[config.mk]
export PLATFORM = sky130hd
export DESIGN_NAME = spec_register_file
export DESIGN_NICKNAME = d
export VERILOG_FILES = /design/src/rtl/spec_register_file.sv
export SDC_FILE = /design/constraint.sdc
export NUM_CORES = 2
export LEC_CHECK = 0
export ABC_AREA = 0
export BUFFER_PORTS_ARGS = -buffer_cell sky130_fd_sc_hd__buf_2
export CAP_MARGIN = 15
export CORE_MARGIN = 2
export CORE_UTILIZATION = 40
export CTS_CLUSTER_SIZE = 24
export DETAILED_ROUTE_END_ITERATION = 7
export PLACE_DENSITY = 0.6
export SLEW_MARGIN = 25
export SYNTH_ARGS = -nofsm -noshare
export SYNTH_HDL_FRONTEND = slang
export SYNTH_SLANG_ARGS = --single-unit
[constraint.sdc]
create_clock -name clk -period 46 [get_ports clk]
set_input_delay 4.6 -clock clk [delete_from_list [all_inputs] [get_ports clk]]
set_output_delay 4.6 -clock clk [all_outputs]
set_load 0.02 [all_outputs]
[src/rtl/spec_register_file.sv]
// Architectural register file with per-register speculative shadow copies and a dirty
// scoreboard; speculation is committed or discarded in a single cycle.
module spec_register_file #(
    parameter int DATABITWIDTH = 16,
    parameter int REGCOUNT     = 16,
    parameter int READPORTS    = 2,
    parameter int WRITEPORTS   = 2,
    localparam int ADDRW       = $clog2(REGCOUNT)
) (
    input  logic                               clk,
    input  logic                               async_rst,
    input  logic                               clk_en,
    input  logic                               Speculating,
    input  logic                               EndSpeculationPulse,
    input  logic                               MispredictedSpeculationPulse,
    input  logic [READPORTS*ADDRW-1:0]         ReadAddr,
    output logic [READPORTS*DATABITWIDTH-1:0]  ReadData,
    output logic [READPORTS-1:0]               ReadDirty,
    input  logic                               DirtySetEn,
    input  logic [ADDRW-1:0]                   DirtySetAddr,
    input  logic [WRITEPORTS-1:0]              WriteEn,
    input  logic [WRITEPORTS*ADDRW-1:0]        WriteAddr,
    input  logic [WRITEPORTS*DATABITWIDTH-1:0] WriteData,
    output logic [REGCOUNT-1:0]                DirtyVector,
    output logic [REGCOUNT-1:0]                SpecValidVector
);

    logic [DATABITWIDTH-1:0] committed     [REGCOUNT];
    logic [DATABITWIDTH-1:0] spec          [REGCOUNT];
    logic [DATABITWIDTH-1:0] committedNext [REGCOUNT];
    logic [DATABITWIDTH-1:0] specNext      [REGCOUNT];
    logic [DATABITWIDTH-1:0] writeVal      [REGCOUNT];
    logic [REGCOUNT-1:0]     specValid, specValidNext;
    logic [REGCOUNT-1:0]     dirty, dirtyNext;
    logic [REGCOUNT-1:0]     specDirty, specDirtyNext;
    logic [REGCOUNT-1:0]     writeHit;

    logic discard;
    logic commit;
    logic toSpec;
    logic writeDropped;

    // Mispredict dominates end-of-speculation; during either pulse nothing lands in Spec.
    assign discard      = MispredictedSpeculationPulse;
    assign commit       = EndSpeculationPulse && !discard;
    assign toSpec       = Speculating && !commit && !discard;
    assign writeDropped = discard && Speculating;

    // NOTE: combinational blocks use blocking '=' and assign every output first, so later
    // statements can override earlier ones without inferring a latch.
    always_comb begin : resolveWrites
        writeHit = '0;
        for (int r = 0; r < REGCOUNT; r++) begin
            writeVal[r] = '0;
            for (int p = 0; p < WRITEPORTS; p++) begin
                if (WriteEn[p] && WriteAddr[p*ADDRW +: ADDRW] == ADDRW'(r)) begin
                    writeHit[r] = 1'b1;
                    writeVal[r] = WriteData[p*DATABITWIDTH +: DATABITWIDTH];
                end
            end
        end
    end

    always_comb begin : nextState
        for (int r = 0; r < REGCOUNT; r++) begin
            committedNext[r] = committed[r];
            specNext[r]      = spec[r];
        end
        specValidNext = specValid;
        dirtyNext     = dirty;
        specDirtyNext = specDirty;

        if (discard) begin
            dirtyNext     = dirty & ~specDirty;
            specValidNext = '0;
            specDirtyNext = '0;
        end else if (commit) begin
            for (int r = 0; r < REGCOUNT; r++) begin
                if (specValid[r]) begin
                    committedNext[r] = spec[r];
                end
            end
            specValidNext = '0;
            specDirtyNext = '0;
        end

        // Write-clear first, then dirty-set, so a set wins on the same register.
        for (int r = 0; r < REGCOUNT; r++) begin
            if (writeHit[r] && !writeDropped) begin
                if (toSpec) begin
                    specNext[r]      = writeVal[r];
                    specValidNext[r] = 1'b1;
                end else begin
                    committedNext[r] = writeVal[r];
                end
                dirtyNext[r]     = 1'b0;
                specDirtyNext[r] = 1'b0;
            end
            if (DirtySetEn && !writeDropped && DirtySetAddr == ADDRW'(r)) begin
                dirtyNext[r] = 1'b1;
                if (toSpec) begin
                    specDirtyNext[r] = 1'b1;
                end
            end
        end

        committedNext[0] = '0;
        specNext[0]      = '0;
        specValidNext[0] = 1'b0;
        dirtyNext[0]     = 1'b0;
        specDirtyNext[0] = 1'b0;
    end

    // NOTE: the data arrays are reset too, because a reset must make every read return zero;
    // sequential state is updated with non-blocking '<=' only.
    always_ff @(posedge clk or posedge async_rst) begin
        if (async_rst) begin
            for (int r = 0; r < REGCOUNT; r++) begin
                committed[r] <= '0;
                spec[r]      <= '0;
            end
            specValid <= '0;
            dirty     <= '0;
            specDirty <= '0;
        end else if (clk_en) begin
            for (int r = 0; r < REGCOUNT; r++) begin
                committed[r] <= committedNext[r];
                spec[r]      <= specNext[r];
            end
            specValid <= specValidNext;
            dirty     <= dirtyNext;
            specDirty <= specDirtyNext;
        end
    end

    always_comb begin : readPorts
        for (int p = 0; p < READPORTS; p++) begin
            ReadData[p*DATABITWIDTH +: DATABITWIDTH] =
                specValid[ReadAddr[p*ADDRW +: ADDRW]] ? spec[ReadAddr[p*ADDRW +: ADDRW]]
                                                      : committed[ReadAddr[p*ADDRW +: ADDRW]];
            ReadDirty[p] = dirty[ReadAddr[p*ADDRW +: ADDRW]];
        end
    end

    assign DirtyVector     = dirty;
    assign SpecValidVector = specValid;

endmodule

==> flow_summary.yaml <==
setup_path:
  critPathLaunchType: "input port"
  crit_type: "input port to output pin"
  r2r-end: "committed[166]$_DFFE_PP0P_"
  critPathMaxFanout: 48
  critPathArrivalTime_ns: 8.35
  cp_data_required_time_ns: 41.40
  rrSetupSlack_ns: 43.57
  ff2ff_path_depth: 2
  r2r_start: "SpecValidVector[5]$_DFFE_PP0P_"
  crit_path_end_kind: "output pin"
die:
  io_pins: 127
  rows: 103
  die_x_um: 286
  die_area_um2: 81800
  start_util_pct: 40.3
  core_um2: 78900
  die_y_um: 286
cells_and_area:
  area_growth_pct: 11.1
  final_util_pct: 44.8
  drive_gt1_share_pct: 23.3
  fin_cells: 4101
  final_nets: 3059
global_route:
  antenna_found_initial: 20
  grt_pass1_wl_mm: 216
  grt_usage_pct: 36.4
  grt_max_degree: 105
  grt_pass1_vias: 29800
  grt.overflow.total: 0
power_and_ir_drop:
  power.share.sequential_pct: 42.7
  p_per_area_nw_per_um2: 42.1
  p_total_mw: 1.49
  clock_power_share_pct: 34.6
  p_comb_share_pct: 22.7
  p_switching_mw: 0.487
  p_leak_nw: 14.3
  swShare_pct: 32.7
  p_int_mw: 1.00
  ir_drop_uv: 33.2
job:
  cap_violations: 0
clock_tree:
  cts_buffer_depth: 3
  postCtsSetupBuffers: 0
  cts-htree-levels: 2
  cts_root_buf: "clkbuf_16"
  clock_latency_ns: 0.65
  numCtsBuffers: 58
  cts_sinks: 525
  cts.clk_slew.worst_paths_ns: 0.06
  cts.repair.resized: 0
  cts_tree: "yes"
  holdBufCountCts: 0
logic_synthesis:
  synthesis.area_um2: 31800
  yosysSeqAreaShare_pct: 41.3
  synthMuxAreaShare_pct: 20.2
  yosysWarnings: 0
  synthAdderAreaFrac_pct: 0
  netlist_instances: 3061
  async_flop_share_pct: 100
  synth-edff-count: 0
  avgSynthCellArea_um2: 10.4
  synth-seq-cells: 525
  synth_cell_type_count: 59
  synth_top_family_by_area: "compound AO/OA/AOI/OAI gates"
  synth_compound_area_share_pct: 23.2
  ys.flop_type: "dfrtp_1"
  synthSimpleGateAreaFrac_pct: 10.6
  synthXorXnorAreaFrac_pct: 0
route:
  vias_per_cell: 7.46
  num_vias: 30600
  ant_nets: 0
  drc: 0
  wl_per_cell_um: 36.9
  dr.pass1.iters: 8
  drt_iter0_drc: 5362
  wl_mm: 151
timing:
  maxSlewViolCount: 0
  setup_viol_count_final: 0
  tightest_slew_ns: 1.24
  min_period_ns: 12.95
  finalSetupTns_ns: 0
  hold_viol: 0
  relSlewSlack_pct: 17.0
  fmax_mhz: 77.2
  setup_slack_ns: 33.05
  fin_skew_ns: 0.0258
  fin_crit_sh_pct: 28.2
  rsz0062_at_grt: "no"
hold_path:
  min_from: "specDirty[5]$_DFFE_PP0P_"
  hold_depth: 1
  holdCritPathClass: "flop to flop"
  whs_endpoint: "specDirty[5]$_DFFE_PP0P_"
placement:
  dp_cells: 3987
  place_ws_ns: 33.00
  port-buffer-count: 124
  finalWeightedCongestion: 1.01
  dp_hpwl_mm: 97.8
status:
  status: "finished clean"
==> worst max-delay path, stage by stage <==
cell	delay (ns)
buf_4	0.63
buf_4	0.59
or2_2	0.27
a221oi_1	0.10
a211oi_4	0.33
buf_4	0.42
nor3_1	0.11
a21oi_1	0.80
buf_2	0.32
==> flip-flops by register name, summed over array words and instances, names as in the netlist <==
signal,flops
committed,240
specDirty,15
spec,240
DirtyVector,15
SpecValidVector,15
==> cell usage after synthesis, types with 13 or more instances <==
cell type  instances  area [µm²]
buf_2             77         385
nor2_1           185         694
o22ai_1           82         513
mux2_2            69         777
buf_4             13        97.6
a21oi_1           65         325
a22oi_1          217        1630
mux2i_1          128        1280
a31oi_1           47         294
a221o_1           71         711
clkbuf_1         216         811
o221a_2           61         687
dfrtp_1          525       13100
a22o_1            23         201
o21ai_0          255        1280
a32o_1            18         180
nor2b_1           68         425
buf_1             28         105
nand2_1          381        1430
mux4_2           194        4370
nor3_1            74         370
a221oi_1         114         998
o21ai_1           20         100
==> layout by cell type (no fill, tap or decap), types with 63 or more instances in the layout <==
cell	synthesis	final
mux2i_1	128	128
a221o_1	71	71
nor2_1	185	180
nand2_1	381	373
mux2_2	69	69
a221oi_1	114	114
buf_4	13	90
o21ai_0	255	254
nor3_1	74	73
a21oi_1	65	63
o22ai_1	82	82
dfrtp_1	525	525
buf_2	77	118
a22oi_1	217	217
mux4_2	194	194
==> cell type report <==
cell class | count | area (µm²)
Timing Repair Buffer | 216 | 1370
Clock buffer | 84 | 1750
Antenna cell | 3 | 7.51
Clock inverter | 26 | 325
Multi-Input combinational cell | 2188 | 17400
Fill cell | 7328 | 43500
Sequential cell | 525 | 13100
Tap cell | 1050 | 1310
Inverter | 9 | 41.3
==> metal layers <==
metal,vias up,track usage (%),share of wire (%)
met5,-,0,0.10
met4,24,23.9,7.8
met3,681,13.8,15
met2,2789,51.5,42
met1,15400,46.4,35
li1,11700,-,-
==> stage by stage <==
| step | hold slack, ns | instance area (µm²) |
|---|---|---|
| floorplan | 0.482 | 31800 |
| global placement | 0.499 | 33200 |
| detailed placement | 0.515 | 33200 |
| CTS | 0.529 | 35300 |
| global route | 0.546 | 35300 |
| finish | 0.528 | 35300 |
==> cells by family after synthesis <==
family / count (synthesis)
and+or+nand+nor: 772
muxes: 391
AOI/OAI and AO/OA: 1023
buffers and inverters: 349
other: 1
DFF: 525
==> worst max path at each step <==
stage                           start                           to  slack [ns]  cells past startpoint
after global routing      ReadAddr[4]                 ReadData[25]       33.08                      9
after CTS                 ReadAddr[4]                 ReadData[26]       32.99                      8
final                     ReadAddr[1]                  ReadData[4]       33.05                      9
after floorplan             async_rst  DirtyVector[10]$_DFFE_PP0P_       26.73                      1
after global placement    ReadAddr[6]                 ReadData[26]       33.00                      8
after detailed placement  ReadAddr[4]                 ReadData[26]       33.00                      8
==> power groups by stage <==
stage                     registers (mW)  clock network (mW)  logic (mW)
after detailed placement           0.638                   0       0.328
final                              0.636               0.515       0.338
after CTS                          0.631               0.514       0.329
after floorplan                    0.603                   0       0.231
after global placement             0.634                   0       0.322
after global routing               0.642               0.532       0.355
Note: power is estimated with default switching activity, not from simulation.
